File: config.mk
export PLATFORM = sky130hd
export DESIGN_NAME = vec_input_feeder
export DESIGN_NICKNAME = d
export VERILOG_FILES = /design/src/rtl/vec_input_feeder.sv
export SDC_FILE = /design/constraint.sdc
export NUM_CORES = 1
export LEC_CHECK = 0
export ABC_AREA = 1
export ABC_CLOCK_PERIOD_IN_PS = 4400
export CAP_MARGIN = 0
export CORE_AREA = 8 8 121 123
export CTS_BUF_LIST = sky130_fd_sc_hd__clkbuf_4
export DETAILED_ROUTE_END_ITERATION = 10
export DIE_AREA = 0 0 129 131
export PLACE_DENSITY = 0.72
export SYNTH_ARGS = -nofsm -noshare
export SYNTH_HDL_FRONTEND = slang
export SYNTH_SLANG_ARGS = --single-unit
File: constraint.sdc
create_clock -name clk -period 4.4 [get_ports clk]
set_input_delay 0.88 -clock clk [delete_from_list [all_inputs] [get_ports clk]]
set_output_delay 0.88 -clock clk [all_outputs]
set_load 0.05 [all_outputs]
File: src/rtl/vec_input_feeder.sv
// vec_input_feeder
//   Input stage of the vector processor. Bytes from the host are buffered in a
//   circular FIFO and released to the core's next_in port as gap-free bursts
//   of exactly BURST elements. A burst only starts once a whole vector is
//   buffered, and at least one idle cycle separates consecutive bursts.
//
// Ports
//   clk, reset          : rising-edge clock, synchronous active-high reset
//   in_data/in_valid    : host byte and its valid
//   in_ready            : FIFO not full (combinational from registered count)
//   en                  : allows a new burst to start (only looked at in IDLE)
//   next_in/next_valid  : registered element to the core, 0 when not valid
//   vec_start/vec_last  : first / last element of a burst
//   level               : current FIFO occupancy
module vec_input_feeder #(
  parameter int DATA_W = 8,
  parameter int DEPTH  = 16,
  parameter int BURST  = 10
) (
  input  logic                       clk,
  input  logic                       reset,
  input  logic [DATA_W-1:0]          in_data,
  input  logic                       in_valid,
  output logic                       in_ready,
  input  logic                       en,
  output logic [DATA_W-1:0]          next_in,
  output logic                       next_valid,
  output logic                       vec_start,
  output logic                       vec_last,
  output logic [$clog2(DEPTH):0]     level
);

  localparam int AW = $clog2(DEPTH);
  localparam int CW = AW + 1;
  localparam int BW = (BURST > 1) ? $clog2(BURST) : 1;

  typedef enum logic [1:0] {IDLE, STREAM, GAP} state_e;

  logic [DATA_W-1:0] mem_q [DEPTH];
  logic [AW-1:0]     wr_ptr_q, rd_ptr_q;
  logic [CW-1:0]     count_q, count_d;
  logic [BW-1:0]     beat_q;
  state_e            state_q;

  logic [DATA_W-1:0] next_in_q;
  logic              next_valid_q, vec_start_q, vec_last_q;

  logic push, pop, start;
  logic [DATA_W-1:0] head;

  assign in_ready = (count_q != CW'(DEPTH));
  assign push     = in_valid && in_ready;
  // A burst may only begin with a full vector on hand; after that STREAM pops
  // unconditionally, which cannot underflow.
  assign start    = (state_q == IDLE) && en && (count_q >= CW'(BURST));
  assign pop      = start || (state_q == STREAM);
  assign head     = mem_q[rd_ptr_q];

  always_comb begin
    count_d = count_q;
    case ({push, pop})
      2'b10:   count_d = count_q + 1'b1;
      2'b01:   count_d = count_q - 1'b1;
      default: count_d = count_q;
    endcase
  end

  // Storage has no reset; stale contents are never read because count gates pops.
  always_ff @(posedge clk) begin
    if (push) mem_q[wr_ptr_q] <= in_data;
  end

  always_ff @(posedge clk) begin
    if (reset) begin
      wr_ptr_q <= '0;
      rd_ptr_q <= '0;
      count_q  <= '0;
    end else begin
      if (push) wr_ptr_q <= wr_ptr_q + 1'b1;
      if (pop)  rd_ptr_q <= rd_ptr_q + 1'b1;
      count_q <= count_d;
    end
  end

  // Burst FSM with registered outputs.
  always_ff @(posedge clk) begin
    if (reset) begin
      state_q      <= IDLE;
      beat_q       <= '0;
      next_in_q    <= '0;
      next_valid_q <= 1'b0;
      vec_start_q  <= 1'b0;
      vec_last_q   <= 1'b0;
    end else begin
      case (state_q)
        IDLE: begin
          if (start) begin
            next_in_q    <= head;
            next_valid_q <= 1'b1;
            vec_start_q  <= 1'b1;
            if (BURST == 1) begin
              // Single-element vector: first and last coincide.
              vec_last_q <= 1'b1;
              beat_q     <= '0;
              state_q    <= GAP;
            end else begin
              vec_last_q <= 1'b0;
              beat_q     <= BW'(1);
              state_q    <= STREAM;
            end
          end else begin
            next_in_q    <= '0;
            next_valid_q <= 1'b0;
            vec_start_q  <= 1'b0;
            vec_last_q   <= 1'b0;
          end
        end
        STREAM: begin
          next_in_q    <= head;
          next_valid_q <= 1'b1;
          vec_start_q  <= 1'b0;
          if (beat_q == BW'(BURST - 1)) begin
            vec_last_q <= 1'b1;
            beat_q     <= '0;
            state_q    <= GAP;
          end else begin
            vec_last_q <= 1'b0;
            beat_q     <= beat_q + 1'b1;
          end
        end
        GAP: begin
          // Forces one invalid cycle between vectors.
          next_in_q    <= '0;
          next_valid_q <= 1'b0;
          vec_start_q  <= 1'b0;
          vec_last_q   <= 1'b0;
          state_q      <= IDLE;
        end
        default: begin
          next_in_q    <= '0;
          next_valid_q <= 1'b0;
          vec_start_q  <= 1'b0;
          vec_last_q   <= 1'b0;
          beat_q       <= '0;
          state_q      <= IDLE;
        end
      endcase
    end
  end

  assign next_in    = next_in_q;
  assign next_valid = next_valid_q;
  assign vec_start  = vec_start_q;
  assign vec_last   = vec_last_q;
  assign level      = count_q;

endmodule

==> results of run 1 <==
==> registers in the layout (all words and copies together), names as in the netlist, named ones only <==
register	cells
next_valid	1
next_in	8
state_q	2
vec_last	1
beat_q	4
mem_q	128
level	5
vec_start	1
wr_ptr_q	4
rd_ptr_q	4
==> worst paths after layout <==
check | start | end | slack, ns | cells past startpoint
worst max register to register | level[1]$_SDFFE_PP0P_ | level[4]$_SDFFE_PP0P_ | 2.10 | 14
worst min-delay path | wr_ptr_q[3]$_SDFFE_PP0P_ | wr_ptr_q[3]$_SDFFE_PP0P_ | 0.53 | 2
worst max-delay path | level[1]$_SDFFE_PP0P_ | in_ready | 1.51 | 3
worst min register to register | wr_ptr_q[3]$_SDFFE_PP0P_ | wr_ptr_q[3]$_SDFFE_PP0P_ | 0.53 | 2
==> where the power goes <==
group	switching (mW)	internal, mW
combinational	0.618	0.363
clock	0.480	0.395
sequential	0.203	1.73
total	1.30	2.49
==> placed cells by master, fill, tap and decap left out, drive strengths merged, types with 3 or more instances in the layout <==
cell / count
or2: 3
o21ai: 24
clkinv: 7
clkinvlp: 3
nand2: 105
o211ai: 46
ha: 11
clkdlybuf4s50: 28
nor2: 38
inv: 92
nand3: 49
clkbuf: 19
a21oi: 40
edfxtp: 128
xor2: 5
bufinv: 3
dfxtp: 34
==> area by class of cell <==
| cell class | instances | share of cell area |
|---|---|---|
| Sequential cell | 162 | 0.607 |
| Clock buffer | 19 | 0.0191 |
| Multi-Input combinational cell | 330 | 0.239 |
| Clock inverter | 13 | 0.0191 |
| Tap cell | 176 | 0.0295 |
| Timing Repair Buffer | 29 | 0.0386 |
| Inverter | 92 | 0.0473 |
==> layer usage <==
| metal | track usage | share of wire | vias up |
|---|---|---|---|
| met4 | 0.0809 | 0.024 | 0 |
| met3 | 0.0418 | 0.064 | 24 |
| li1 | - | - | 2135 |
| met5 | 0 | 0 | - |
| met1 | 0.206 | 0.43 | 2044 |
| met2 | 0.285 | 0.48 | 131 |
==> per-stage QoR <==
step | util | std cells | instance area (um^2) | setup slack [ns]
2_1_floorplan | - | 612 | 6800 | 1.53
3_3_place_gp | 0.557 | 789 | 7170 | 1.55
3_5_place_dp | 0.557 | 789 | 7170 | 1.39
4_1_cts | 0.579 | 821 | 7460 | 1.43
5_1_grt | 0.579 | 821 | 7460 | 1.37
6_report | 0.579 | 821 | 7460 | 1.51
==> logic make-up after synthesis <==
group / Yosys count
AND/OR/NAND/NOR: 199
buffers and inverters: 120
AO/OA/AOI/OAI: 114
XOR/XNOR: 6
flip-flops: 162
adder cells (fa/ha/maj): 11
==> cells in the mapped netlist (2+ instances only) <==
| cell | n | area [um^2] |
|---|---|---|
| edfxtp_1 | 128 | 3840 |
| nand2_1 | 101 | 379 |
| inv_1 | 89 | 334 |
| nand3_1 | 48 | 240 |
| o211ai_1 | 46 | 345 |
| a21oi_1 | 39 | 195 |
| nor2_1 | 36 | 135 |
| dfxtp_1 | 34 | 681 |
| buf_2 | 21 | 105 |
| o21ai_0 | 19 | 95.1 |
| ha_1 | 11 | 138 |
| clkbuf_1 | 5 | 18.8 |
| o21ai_1 | 5 | 25.0 |
| xor2_1 | 5 | 43.8 |
| nand2_2 | 2 | 12.5 |
| nand4_1 | 2 | 12.5 |
| nor3_1 | 2 | 10.0 |
==> worst max-delay path: stages, from the launching register on <==
cell and delay, ns:
dfxtp_1 0.45, nor2_2 0.09, nand4_1 0.11, clkdlybuf4s50_1 0.82
==> results_dict.tcl, run 1 <==
set metrics [dict create \
    outcome "finished clean" \
    detail_route.wirelength_um 13400 \
    drive_gt1_frac 0.0667 \
    fmax_ghz 0.345 \
    end_kind "primary output" \
    cts_hold_buf 0 \
    setup_viol 0 \
    power.leakage_nw 2.69 \
    finalHoldViolCount 0 \
    syn-cell-area_mm2 0.00680 \
    place_congestion 0.828 \
    fillerInstances 1069 \
    ff_latch_area_mm2 0.00453 \
    async_reset_ff_frac 0 \
    port_buffers 28 \
    crit_required_ns 3.52 \
    areaGrowthSynthToFinish_pct 9.74 \
    cts_sinks 162 \
    syn_inst 612 \
    antenna_cells 0 \
    grt_pass1_wl_um 21800 \
    crit_arrival_ns 2.01 \
    cap_viol_max_count 0 \
    clk_pin_slew_ns 0.12 \
    cts_tree "yes" \
    dieArea_mm2 0.0169 \
    hp-class "reg -> reg" \
    slew_headroom 0.209 \
    dr.pass1.iters 5 \
    nets 655 \
    core_area_mm2 0.0129 \
    clk_latency_ns 0.54 \
    synth-simple-area-share 0.130 \
    max-vdd-ir-drop_mv 0.368 \
    post_cts_resized 0 \
    crit_type "reg -> out" \
    drtIter0Drc 285 \
    synthMuxAreaShare 0 \
    clockBufferDepth 2 \
    synth-adder-area-share 0.0203 \
    cp-start-kind "flop" \
    grt_antenna_before_repair 0 \
    viasPerCell 5.28 \
    ant_nets 0 \
    die_width_um 129 \
    drc 0 \
    synth-seq-cells 162 \
    start_util 0.528 \
    holdWs_ns 0.526 \
    rows 42 \
    cts-htree-levels 4 \
    powerDensity_mw_per_mm2 508 \
    pin_count 29 \
    wl_per_cell_um 16.3 \
    synth-xor-area-share 0.00773 \
    synth_top_family_by_area "simple AND/OR/NAND/NOR gates" \
    hpwl_um 8640 \
    vias 4334 \
    multi_input_area_mm2 0.00178 \
    tightest_slew_ns 1.19 \
    grt_use_total 0.171 \
    finalClockSkew_ns 0.0142 \
    gr-total-overflow 0 \
    synth_warnings 0 \
    clock-root-buffer "clkbuf_4" \
    synthFlopType "edfxtp_1" \
    synth.distinct_cells 36 \
    cp_max_fo 5 \
    finalCriticalPeriod_ns 2.89 \
    syn_avg_cell_area_um2 11.1 \
    die_h_um 131 \
    grt_max_degree 129 \
    synth_nets 635 \
    cts_setup_buffers 0 \
    rsz0062_at_grt "no" \
    tns_ns 0 \
    synth_compound_area_frac 0.104 \
    slew_viol_final 0 \
    synth_edf_count 128 \
    min_period_over_period 0.658 \
    cts_buffers 17 \
    total_power_mw 3.79 \
    grt_pass1_vias 4347 \
    synth_seq_area_share 0.666 \
]
Power figures use the tool's default switching activity.
==> run 2, diff against run 1 <==
--- a/config.mk
+++ b/config.mk
@@ -6,13 +6,13 @@
 export NUM_CORES = 1
 export LEC_CHECK = 0
 export ABC_AREA = 1
-export ABC_CLOCK_PERIOD_IN_PS = 4400
+export ABC_CLOCK_PERIOD_IN_PS = 2400
 export CAP_MARGIN = 0
 export CORE_AREA = 8 8 121 123
 export CTS_BUF_LIST = sky130_fd_sc_hd__clkbuf_4
 export DETAILED_ROUTE_END_ITERATION = 10
 export DIE_AREA = 0 0 129 131
-export PLACE_DENSITY = 0.72
+export PLACE_DENSITY = 0.75
 export SYNTH_ARGS = -nofsm -noshare
 export SYNTH_HDL_FRONTEND = slang
 export SYNTH_SLANG_ARGS = --single-unit
==> constraint.sdc (replaced) <==
create_clock -name clk -period 2.4 [get_ports clk]
set_input_delay 0.48 -clock clk [delete_from_list [all_inputs] [get_ports clk]]
set_output_delay 0.48 -clock clk [all_outputs]
set_load 0.05 [all_outputs]
==> run 2 against run 1 <==
  * Routed wire length is 4.3% higher
  * Count of clock-buffer cells in the layout unchanged
  * Power increased by 87%
  * Worst setup slack worse by 1.4 ns
  * Clock skew is 0.0047 ns higher
  * Sequential share of layout area is 1.6 points lower
  * Hold slack lost 0.0095 ns
  * Utilization is 1.8 points higher
  * Non-clock buffer count up 24
  * Flip-flop and latch count unchanged
  * Global-route usage rose by 0.56 points
  * Largest cell class unchanged
  * Largest power group unchanged
  * Highest routed layer unchanged
==> results_dict.tcl, run 2 (synthesis results as in run 1) <==
set metrics [dict create \
    outcome "finished clean" \
    port_buffers 28 \
    hp-class "reg -> reg" \
    ant_nets 0 \
    core_area_mm2 0.0129 \
    worstHoldPathCells 2 \
    grt_max_degree 49 \
    place_congestion 0.803 \
    dp_slack_ns -0.0942 \
    final_cells 845 \
    clk_latency_ns 0.54 \
    cap_viol_max_count 0 \
    cp_max_fo 5 \
    min_to "level[4]$_SDFFE_PP0P_" \
    critPathBufInv 1 \
    tightest_slew_ns 0.736 \
    finalClockSkew_ns 0.0188 \
    design_area_mm2 0.00769 \
    drtIter0Drc 363 \
    cts_sinks 162 \
    utilization 0.597 \
    clk_pin_slew_ns 0.12 \
    setup_viol 0 \
    crit_arrival_ns 1.78 \
    total_power_mw 7.09 \
    largest-register "mem_q" \
    hold_start "level[4]$_SDFFE_PP0P_" \
    min_period_over_period 0.943 \
    antenna_cells 0 \
    holdWs_ns 0.517 \
    vias 4499 \
    crit_required_ns 1.92 \
    dieArea_mm2 0.0169 \
    detail_route.wirelength_um 14000 \
    die_h_um 131 \
    layout_common_cells "128 x edfxtp_1, 101 x nand2_1, 88 x inv_1, 48 x nand3_1, 46 x o211ai_1" \
    power.leakage_nw 2.82 \
    largest_register_ffs 128 \
    crit_family "buffers and inverters" \
    die_width_um 129 \
    grt_antenna_before_repair 0 \
    clockBufferDepth 2 \
    drc 0 \
    final_common_cell "edfxtp_1" \
    grt_use_total 0.177 \
    pin_count 29 \
    wl_per_cell_um 16.5 \
    critPathMaxStageDelay_ns 0.82 \
    reg2regPathDepth 15 \
    tns_ns 0 \
    max-vdd-ir-drop_mv 0.596 \
    place_area_mm2 0.00741 \
    rr_endpoint "level[4]$_SDFFE_PP0P_" \
    crit_type "reg -> out" \
    fmax_ghz 0.442 \
    path_cells "clkdlybuf4s50_1" \
    dr.pass1.iters 5 \
    end_kind "primary output" \
    finalHoldViolCount 0 \
    cts_buffers 17 \
    areaGrowthSynthToFinish_pct 13.1 \
    grt_pass1_vias 4528 \
    rsz0062_at_grt "no" \
    slowest_stage "clkdlybuf4s50_1" \
    start_util 0.528 \
    cts_tree "yes" \
    setup_slack_ns 0.138 \
    rr_startpoint "level[3]$_SDFFE_PP0P_" \
    rows 42 \
    cp-start-kind "flop" \
    drive_gt1_frac 0.114 \
    clock-root-buffer "clkbuf_4" \
    fillerInstances 1027 \
    slew_viol_final 0 \
    hpwl_um 9280 \
    gr-total-overflow 0 \
    nets 679 \
    cts-htree-levels 4 \
    finalCriticalPeriod_ns 2.26 \
    grt_pass1_wl_um 22400 \
    slew_headroom 0.508 \
    viasPerCell 5.32 \
    cts_setup_buffers 0 \
    r2r_setup_slack_ns 0.31 \
    dp_cells 813 \
    powerDensity_mw_per_mm2 922 \
]
-- run 2: how the worst max path moves through the flow --
stage / depth (start not counted) / slack [ns] / start / to
finish: 1 / 0.14 / level[1]$_SDFFE_PP0P_ / level[1]
global route: 1 / 0.03 / level[1]$_SDFFE_PP0P_ / level[1]
CTS: 1 / 0.06 / level[1]$_SDFFE_PP0P_ / level[1]
detailed placement: 14 / -0.09 / en / level[4]$_SDFFE_PP0P_
global placement: 14 / 0.08 / en / level[4]$_SDFFE_PP0P_
floorplan: 14 / -0.16 / level[2]$_SDFFE_PP0P_ / level[4]$_SDFFE_PP0P_
-- run 2: timing repair --
action	CTS	global route
hold buffers	0	0
setup endpoints to repair	1	0
gates resized for setup	1	0
hold endpoints to repair	0	0
-- run 2: worst reg2reg max path: stages (launching register included) --
cell and delay, ns:
dfxtp_2 0.38, inv_2 0.07, o21bai_4 0.17, nand3_4 0.14, nand2_8 0.09, ha_4 0.15
xor2_1 0.20, ha_1 0.18, inv_1 0.04, nand2_1 0.10, nand3_1 0.12, nand2_1 0.09
nand2_1 0.05, nand2_1 0.07, nand2_1 0.06, a21oi_1 0.11
-- run 2: cell type report --
cell class,count,area (um^2),share of cell area
Tap cell,176,220,0.0287
Timing Repair Buffer,53,492,0.0640
Clock inverter,13,136,0.0177
Clock buffer,19,143,0.0186
Multi-Input combinational cell,330,1800,0.234
Sequential cell,162,4540,0.591
Inverter,92,353,0.0459
-- run 2: where the power goes --
group          switching (mW)  internal [mW]  total [mW]  leakage (nW)
clock                   0.910          0.641        1.55         0.148
sequential              0.243           3.19        3.43          1.44
combinational            1.34          0.763        2.10          1.24
total                    2.49           4.59        7.09          2.82
-- run 2: routing by layer --
metal | part of all wire | GRT usage
met3 | 0.070 | 0.0475
met4 | 0.033 | 0.0947
met1 | 0.39 | 0.196
met2 | 0.50 | 0.306
met5 | 0 | 0
